===== src/rtl/gpio_pin_pkg.sv =====
// gpio_pin_pkg: shared GPIO pin types and idle levels.
// Used by gpio_pin_driver and the GPIO input filter.
package gpio_pin_pkg;

  typedef enum logic [1:0] {
    RELEASED = 2'd0,
    SETUP    = 2'd1,
    DRIVE    = 2'd2
  } state_t;

  localparam logic PIN_IDLE_LEVEL = 1'b1;
  localparam logic PIN_IDLE_OE    = 1'b0;

endpackage


===== src/rtl/gpio_pin_driver.sv =====
// gpio_pin_driver: setup/min-hold GPIO output driver.
// Build macro GPIO_PIN_DRIVER_READBACK_EN adds drive-fight detection.
module gpio_pin_driver
  import gpio_pin_pkg::*;
#(
  parameter int SETUP_TICKS   = 1,
  parameter int MIN_HOLD      = 2,
  parameter int CONTEND_TICKS = 4
) (
  input  logic clk,
  input  logic reset_n,
  input  logic ena,
  input  logic din,
  input  logic oe_req,
  input  logic pin_in,
  output logic pin_out,
  output logic pin_oe,
  output logic busy,
  output logic contention
);

  localparam int SW = (SETUP_TICKS > 0) ?
                      $clog2(SETUP_TICKS + 1) : 1;
  localparam int HW = $clog2(MIN_HOLD + 1);

  localparam logic [SW-1:0] SET_LD =
    SW'((SETUP_TICKS > 0) ? SETUP_TICKS - 1 : 0);
  localparam logic [HW-1:0] HOLD_LD = HW'(MIN_HOLD - 1);

  state_t          state;
  logic [SW-1:0]   set_cnt;
  logic [HW-1:0]   hold_cnt;
  logic            req;

`ifdef GPIO_PIN_DRIVER_READBACK_EN
  localparam int MW = $clog2(CONTEND_TICKS + 1);
  localparam logic [MW-1:0] MIS_TRIP =
    MW'(CONTEND_TICKS - 1);

  logic [MW-1:0] mis_cnt;
  logic          cont_q;

  // A tripped driver refuses new requests until software backs off.
  assign req        = oe_req & ~cont_q;
  assign contention = cont_q;
`else
  logic unused_pin_in;

  assign unused_pin_in = pin_in;
  assign req           = oe_req;
  assign contention    = 1'b0;
`endif

  always_ff @(posedge clk or negedge reset_n) begin
    if (!reset_n) begin
      state    <= RELEASED;
      pin_out  <= PIN_IDLE_LEVEL;
      pin_oe   <= PIN_IDLE_OE;
      set_cnt  <= '0;
      hold_cnt <= '0;
`ifdef GPIO_PIN_DRIVER_READBACK_EN
      mis_cnt  <= '0;
      cont_q   <= 1'b0;
`endif
    end else if (ena) begin
      unique case (state)
        RELEASED: begin
          pin_out <= din;
`ifdef GPIO_PIN_DRIVER_READBACK_EN
          if (!oe_req) cont_q <= 1'b0;
`endif
          if (req) begin
            if (SETUP_TICKS == 0) begin
              pin_oe   <= 1'b1;
              hold_cnt <= HOLD_LD;
              state    <= DRIVE;
            end else begin
              set_cnt <= SET_LD;
              state   <= SETUP;
            end
          end
        end
        SETUP: begin
          if (!oe_req) begin
            state <= RELEASED;
          end else if (set_cnt == '0) begin
            pin_oe   <= 1'b1;
            hold_cnt <= HOLD_LD;
            state    <= DRIVE;
          end else begin
            set_cnt <= set_cnt - SW'(1);
          end
        end
        DRIVE: begin
          if (!oe_req) begin
            pin_oe <= 1'b0;
            state  <= RELEASED;
`ifdef GPIO_PIN_DRIVER_READBACK_EN
            mis_cnt <= '0;
`endif
          end else if (hold_cnt != '0) begin
            hold_cnt <= hold_cnt - HW'(1);
          end else if (din != pin_out) begin
            pin_out  <= din;
            hold_cnt <= HOLD_LD;
`ifdef GPIO_PIN_DRIVER_READBACK_EN
            mis_cnt  <= '0;
          end else if (pin_in == pin_out) begin
            mis_cnt <= '0;
          end else if (mis_cnt == MIS_TRIP) begin
            cont_q  <= 1'b1;
            pin_oe  <= 1'b0;
            mis_cnt <= '0;
            state   <= RELEASED;
          end else begin
            mis_cnt <= mis_cnt + MW'(1);
`endif
          end
        end
        default: begin
          pin_oe <= 1'b0;
          state  <= RELEASED;
        end
      endcase
    end
  end

  assign busy = (state == SETUP) |
                ((state == DRIVE) & (hold_cnt != '0));

endmodule


===== config.mk =====
export PLATFORM = sky130hd
export DESIGN_NAME = gpio_pin_driver
export DESIGN_NICKNAME = d
export VERILOG_FILES = /design/src/rtl/gpio_pin_pkg.sv /design/src/rtl/gpio_pin_driver.sv
export SDC_FILE = /design/constraint.sdc
export NUM_CORES = 1
export LEC_CHECK = 0
export BUFFER_PORTS_ARGS = -buffer_cell sky130_fd_sc_hd__buf_4
export CORE_AREA = 2 2 39 41
export DETAILED_ROUTE_END_ITERATION = 10
export DIE_AREA = 0 0 41 43
export GPL_TIMING_DRIVEN = 0
export PLACE_DENSITY = 0.47
export SYNTH_ARGS = -nofsm -noshare
export SYNTH_HDL_FRONTEND = slang
export SYNTH_SLANG_ARGS = --single-unit

===== constraint.sdc =====
create_clock -name clk -period 1.65 [get_ports clk]
set_input_delay 0.4125 -clock clk [delete_from_list [all_inputs] [get_ports clk]]
set_output_delay 0.4125 -clock clk [all_outputs]
set_load 0.01 [all_outputs]

# Yosys cells after proc, flatten, opt, wreduce, memory -nomap -nowiden
# Cells that the tools add are included.
# W data, S select, Z words.
# word_totals
input_bits	6
elab_cells	55
output_inout_bits	4
ff_bits	7
# op_classes
reduce_logical	10
n_bitwise	3
n_mux	23
n_eq_ne	12
n_addsub	2
# ops
op	count
$mux W2	9
$ne A2 B2 Y1 const B	7
$reduce_and A5 Y1	2
$mux W1	9
$reduce_and A4 Y1	2
$reduce_bool A2 Y1	4
$ne A3 B3 Y1 const B	2
$pmux W2 S3	1
$reduce_and A6 Y1	1
$pmux W1 S2	2
$pmux W2 S2	1
$pmux W1 S3	1
$eq A2 B1 Y1 const B	1
$eq A2 B2 Y1 const B	1
$logic_not A2 Y1	1
$sub A2 B1 Y2 const B	1
$and A1 B1 Y1	1
$ne A1 B1 Y1	1
$not A1 Y1	1
$or A1 B1 Y1	1
$sub A1 B1 Y1 const B	1

# Longest topological paths before layout
# Gate-level depths: netlist of the first run.
# logic_depth
ltp_word	5
ltp_mapped	4
mapped_depth_nobuf	4

# Least setup slack after synthesis of the first run
# OpenSTA, ideal clock, no wires.
# synth_path
path_type	flip-flop to flip-flop
start	reg state[1]
end	reg hold_cnt[0]
required_time_ns	1.522
synth_period_minus_slack_ns	1.408
setup_slack_ns	0.242
stages_incl_launch_ff	5
n_path_buf	0
setup_time_ns	0.128
t_arrival_ns	1.281
path_cell_list	dfrtp_1 > nand2b_1 > or2_1 > a31oi_2 > mux2_1
# synth_between
elab_chain_len	3
elab_cells_between_ends	9
classes_between	eq/ne (6); mux (1); reduce/logical (2)
# synth_rtl
element	line	text
from (decl)	gpio_pin_driver.sv:30	state_t state;
from (signal assigned)	gpio_pin_driver.sv:56	state <= RELEASED;
from (signal assigned)	gpio_pin_driver.sv:76	state <= DRIVE;
from (signal assigned)	gpio_pin_driver.sv:79	state <= SETUP;
$eq A2 B2 Y1 / $eq A2 B1 Y1 (equally long branches)	gpio_pin_driver.sv:66	unique case (state)
$ne A3 B3 Y1 (no line) (tied with other cells)	--	
$reduce_and A6 Y1 (no line)	--	
to (signal assigned)	gpio_pin_driver.sv:102	hold_cnt <= hold_cnt - HW'(1);
to (decl)	gpio_pin_driver.sv:32	logic [HW-1:0] hold_cnt;
# Several ways; a longest one is shown, not always the timed one.
# A chain may end at the register's enable or synchronous reset.

# Worst setup path after layout of the first run
# layout_path
start	reg state[0]
end	out busy
# layout_between
elab_chain_len	3
elab_cells_between_ends	4
classes_between	eq/ne (2); bitwise (2)
# layout_rtl
element	line	text
$eq A2 B2 Y1	gpio_pin_driver.sv:129	((state == DRIVE) & (hold_cnt != '0));
$and A1 B1 Y1	gpio_pin_driver.sv:129	
$or A1 B1 Y1 (*)	gpio_pin_driver.sv:128	assign busy = (state == SETUP) |
to (decl)	gpio_pin_driver.sv:18	output logic busy,
# Mark *: on every way between the ends. The rest lies on a longest branch, timed or not.

==> results of run 1 <==
-- cells in the mapped netlist --
| cell | count |
|---|---|
| a31oi_1 | 1 |
| buf_4 | 1 |
| mux2_1 | 1 |
| nand2_1 | 6 |
| o31ai_1 | 1 |
| a31oi_2 | 1 |
| inv_1 | 1 |
| or2_1 | 1 |
| mux2_2 | 1 |
| nor2b_1 | 1 |
| or2b_1 | 1 |
| a21boi_0 | 1 |
| o21ai_0 | 3 |
| dfstp_2 | 1 |
| conb_1 | 1 |
| a21bo_2 | 1 |
| dfrtp_1 | 5 |
| o21a_1 | 1 |
| o21ai_1 | 1 |
| xor2_1 | 1 |
| nand2b_1 | 1 |
| nor3_1 | 1 |
-- timing repair --
item                       in CTS  in global routing
pin swaps                       0                  0
hold buffers                    1                  0
hold endpoints to repair        5                  0
setup endpoints to repair       1                  1
resized for setup               1                  2
-- sequential cells by signal (all words and copies together), names as in the netlist --
register  flops
state         2
pin_out       1
hold_cnt      2
pin_oe        1
-- kinds of logic (layout without fill, tap and decap cells) --
logic type             Yosys count  count (layout)  synth area share
XOR/XNOR                         1               1            0.0271
AO/OA/AOI/OAI                   10              10             0.221
other                            1               1            0.0116
flip-flops                       6               6             0.469
multiplexers                     2               2            0.0698
buffers and inverters            2              14            0.0349
AND/OR/NAND/NOR                 11              11             0.167
-- metrics by stage --
step                utilization  hold WS [ns]  std cells
finish                    0.320         0.431         61
global route              0.320         0.424         61
CTS                       0.314         0.427         61
detailed placement        0.286         0.224         56
global placement          0.286         0.227         56
floorplan                     -         0.117         33
-- layout make-up --
type | instances | area, um^2
Clock buffer | 4 | 26.3
Buffer | 1 | 7.51
Tap cell | 16 | 20.0
Multi-Input combinational cell | 25 | 171
Timing Repair Buffer | 8 | 62.6
Fill cell | 146 | 941
Inverter | 1 | 3.75
Sequential cell | 6 | 151
-- metal layers --
layer  share of wire  global-route usage
met4               0              0.0200
met5               0                   0
met1            0.45              0.0822
met2            0.50               0.125
met3           0.051              0.0785
-- report_power, final --
part           total (mW)  switching, mW  leakage (nW)  internal [mW]
Sequential          0.229         0.0410        0.0695          0.188
Clock               0.146         0.0539        0.0150         0.0916
Combinational       0.153         0.0661         0.109         0.0864
-- how the worst min path moves through the flow --
| stage | endpoint | cells after the start |
|---|---|---|
| after floorplan | hold_cnt[0] | 0 |
| after global placement | pin_oe | 1 |
| after detailed placement | hold_cnt[0] | 1 |
| after CTS | pin_out | 2 |
| after global routing | pin_out | 2 |
| final | pin_out | 2 |
-- worst register-to-register path, delay by kind of cell (launching register included) --
kind | cells | cell delay (ns)
and+or+nand+nor | 2 | 0.41
muxes | 1 | 0.34
AOI/OAI and AO/OA | 1 | 0.21
DFF | 1 | 0.42
==> impl_metrics.ini, run 1 <==
[outcome]
status = finished, final reports clean

[finish]
area_growth_pct = 37.2
nets = 52
post_route_cells_drive_above_1_share = 0.378
num_antenna_cells = 0
finalInstanceArea_um2 = 443
layout_common_cells = buf_4, nand2_1, dfrtp_1
final_common_cell = buf_4

[floorplan]
io_pins = 10
num_rows = 14
coreArea_mm2 = 0.00138
die_y_um = 43
initial_core_util = 0.233
dieArea_mm2 = 0.00176
fp.dieW_um = 41

[critical_path]
ff2ff_setup_slack_ns = 0.17
critPathKind = reg -> out
cp.arrival_ns = 1.15
crit_cells = 4
max_stage_delay_ns = 0.45
cp-start-kind = flip-flop
startpoint = state[0]
crit_path_max_fanout = 7
ff2ff_path_depth = 4
required_ns = 1.24
critPathTopFamily = flip-flops
timing.rr.start = state[1]
r2r_end = hold_cnt[0]
critPathSlowestCell = dfrtp_1
path_cells = nor2b_4, o21ai_2, nand2_1, buf_4
crit_end = busy
worstSetupEndpointType = primary output
timing.critical_path.buf_inv = 1

[clocking]
clockBufferDepth = 2
cts_tree = built
cts_root_buffer = clkbuf_4
clock_sinks = 6
clk-insertion-delay-late_ns = 0.25
h-tree-depth = 1
cts_buffers = 3
clkTransAtPathRegs_ns = 0.04
cts_setup_buffers = 0

[detailed_routing]
postRouteAntennaNets = 0
drt_first_pass_iters = 2
drt_wl_total_um = 627
vias_per_cell = 4.36
post-route-drc-count = 0
avgRoutedWirePerCell_um = 10.3
drtIter0Drc = 1
vias = 266

[global_route]
grt_overflow_total = 0
antenna_found_initial = 0
grt_pass1_wl_um = 938
grt_max_degree = 8
grt_util_all_layers = 0.0839
grt_pass1_vias = 251

[place]
dp_slack_ns = 0.169
numPortBuffers = 7
placed_area_um2 = 395
hpwl_um = 467
place.gp.congestion = 0.717

[synthesis]
ys_seq_area_frac = 0.469
ys_types = 22
synth_top_area_frac = 0.388
synth_nets = 39
avgSynthCellArea_um2 = 9.78
synthCells = 33
yosysTopAreaCell = dfrtp_1
yosys-top-cells-area = dfrtp_1, dfstp_2, nand2_1
ys_warn_count = 0
synth_area_um2 = 323
ys_ff_latch = 6

[pwr]
p_per_area_mw_per_mm2 = 1190
leakagePower_nw = 0.193
ir_worst_vdd_mv = 0.579
power_mw = 0.527

[run]
drv_cap = 0

[timing]
finalSetupViolCount = 0
fin_ws_ns = 0.0827
max_freq_ghz = 0.638
grt_setup_unrepaired = no
hold_violations = 0
setup_tns_ns = 0
finalCritPeriodShare = 0.950
final_max_slew_viol_count = 0
finalCriticalPeriod_ns = 1.57
fin_worst_skew_ns = 0.0102

[hold_path]
min-delay-start = din
hold_class = in -> reg
Power figures use the tool's default switching activity.
==> run 2: changes to the inputs <==
Settings changed: BUFFER_PORTS_ARGS -buffer_cell sky130_fd_sc_hd__buf_4 to -buffer_cell sky130_fd_sc_hd__clkbuf_2, CTS_CLUSTER_DIAMETER set to 50, SKIP_LAST_GASP set to 1.
==> run 2 against run 1 <==
  * Setup slack got worse by 0.014 ns
  * Clock power barely moved
  * Die area did not move
  * Design area fell by 4.2%
  * Count of clock-buffer cells in the layout did not move
  * Sequential power barely moved
  * Via count fell by 0.75%
  * Sequential share of layout area rose by 2.1 points
  * Register-to-register slack barely moved
==> impl_metrics.ini, run 2 (synthesis gave the netlist of run 1 again) <==
[outcome]
status = finished, final reports clean

[global_route]
grt_max_degree = 8
grt_overflow_total = 0
grt_pass1_vias = 253
grt_pass1_wl_um = 1080
grt_util_all_layers = 0.0938
antenna_found_initial = 0

[timing]
finalCritPeriodShare = 0.958
fin_worst_skew_ns = 0.00517
max_freq_ghz = 0.633
finalCriticalPeriod_ns = 1.58
finalSetupViolCount = 0
hold_violations = 0
final_max_slew_viol_count = 0
grt_setup_unrepaired = no
setup_tns_ns = 0

[critical_path]
critPathSlowestCell = dfrtp_2
r2r_end = hold_cnt[0]
ff2ff_setup_slack_ns = 0.16
required_ns = 1.24
critPathKind = reg -> out
max_stage_delay_ns = 0.46
worstSetupEndpointType = primary output
cp.arrival_ns = 1.17
critPathTopFamily = flip-flops
path_cells = nor2b_4, o21ai_1, nand2_1, clkbuf_2
cp-start-kind = flip-flop
timing.critical_path.buf_inv = 1
ff2ff_path_depth = 4
timing.rr.start = state[1]
crit_path_max_fanout = 7

[finish]
finalInstanceArea_um2 = 424
area_growth_pct = 31.4
nets = 52
layout_common_cells = clkbuf_2, nand2_1, o21ai_0, clkbuf_4, dfrtp_1
final_common_cell = clkbuf_2
num_antenna_cells = 0
top_regs = hold_cnt x2, state x2
post_route_cells_drive_above_1_share = 0.400

[hold_path]
holdPathStages = 2
hold_class = in -> reg
min-delay-start = din
whs_endpoint = pin_out

[clocking]
clk-insertion-delay-late_ns = 0.24
cts_root_buffer = clkbuf_4
clkTransAtPathRegs_ns = 0.05
clockBufferDepth = 2
clock_sinks = 6
cts_buffers = 3
cts_setup_buffers = 0
cts_tree = built
h-tree-depth = 1

[floorplan]
io_pins = 10
fp.dieW_um = 41
num_rows = 14
die_y_um = 43
dieArea_mm2 = 0.00176
coreArea_mm2 = 0.00138
initial_core_util = 0.233

[place]
place.gp.congestion = 0.685
numPortBuffers = 7
hpwl_um = 471
placed_area_um2 = 378

[detailed_routing]
vias_per_cell = 4.33
avgRoutedWirePerCell_um = 10.1
post-route-drc-count = 0
drtIter0Drc = 3
postRouteAntennaNets = 0
vias = 264
drt_wl_total_um = 619
drt_first_pass_iters = 2

[pwr]
leakagePower_nw = 0.185
p_per_area_mw_per_mm2 = 1200
ir_worst_vdd_mv = 0.593

[run]
drv_cap = 0
-- run 2: how the worst max path moves through the flow --
| stage | slack [ns] | endpoint | cells after the start | startpoint |
|---|---|---|---|---|
| 3_5_place_dp | 0.16 | hold_cnt[0] | 4 | state[1] |
| 5_1_grt | 0.003 | busy | 4 | state[0] |
| 6_report | 0.07 | busy | 4 | state[0] |
| 3_3_place_gp | 0.15 | hold_cnt[0] | 4 | state[1] |
| 4_1_cts | 0.01 | busy | 4 | state[0] |
| 2_1_floorplan | 0.24 | hold_cnt[0] | 4 | state[1] |
-- run 2: routing by layer --
| layer | GRT usage | routed length [um] | vias up | part of all wire |
|---|---|---|---|---|
| li1 | - | - | 135 | - |
| met3 | 0.0471 | 27 | 0 | 0.044 |
| met1 | 0.118 | 291 | 125 | 0.47 |
| met4 | 0.0400 | 0 | 0 | 0 |
| met2 | 0.131 | 300 | 4 | 0.48 |
| met5 | 0 | 0 | - | 0 |
-- run 2: timing repair --
| action | 4_1_cts | 5_1_grt |
|---|---|---|
| endpoints found under the setup margin | 1 | 1 |
| hold endpoints to repair | 5 | 0 |
| hold buffers | 1 | 0 |
| pin swaps | 0 | 0 |
| gates resized for setup | 1 | 3 |
-- run 2: layout make-up --
cell class	instances	area (um^2)
plain buffers	1	7.51
clock buffers	4	26.3
fillers	150	960
inverters	1	3.75
multi-input cells	25	168
flip-flops and latches	6	154
well taps	16	20.0
repair buffers	8	45.0
-- run 2: where the power goes --
group	leakage [nW]	internal, mW	switching [mW]
Clock	0.0150	0.0918	0.0558
Combinational	0.103	0.0715	0.0639
Sequential	0.0667	0.189	0.0378
-- run 2: worst reg2reg max path, cell delays in order, from the launching register on --
cell and delay (ns):
dfrtp_2 0.43, nand2b_1 0.18, or2_1 0.23, a31oi_2 0.21, mux2_1 0.33
-- run 2: through the flow --
stage          instances   util  power, mW  hold slack, ns  setup WS (ns)
2_1_floorplan         33      -      0.308           0.117          0.242
3_3_place_gp          56  0.273      0.357           0.254          0.150
3_5_place_dp          56  0.273      0.355           0.253          0.158
4_1_cts               61  0.301      0.512           0.434         0.0143
5_1_grt               61  0.307      0.549           0.451        0.00265
6_report              61  0.307      0.510           0.439         0.0691
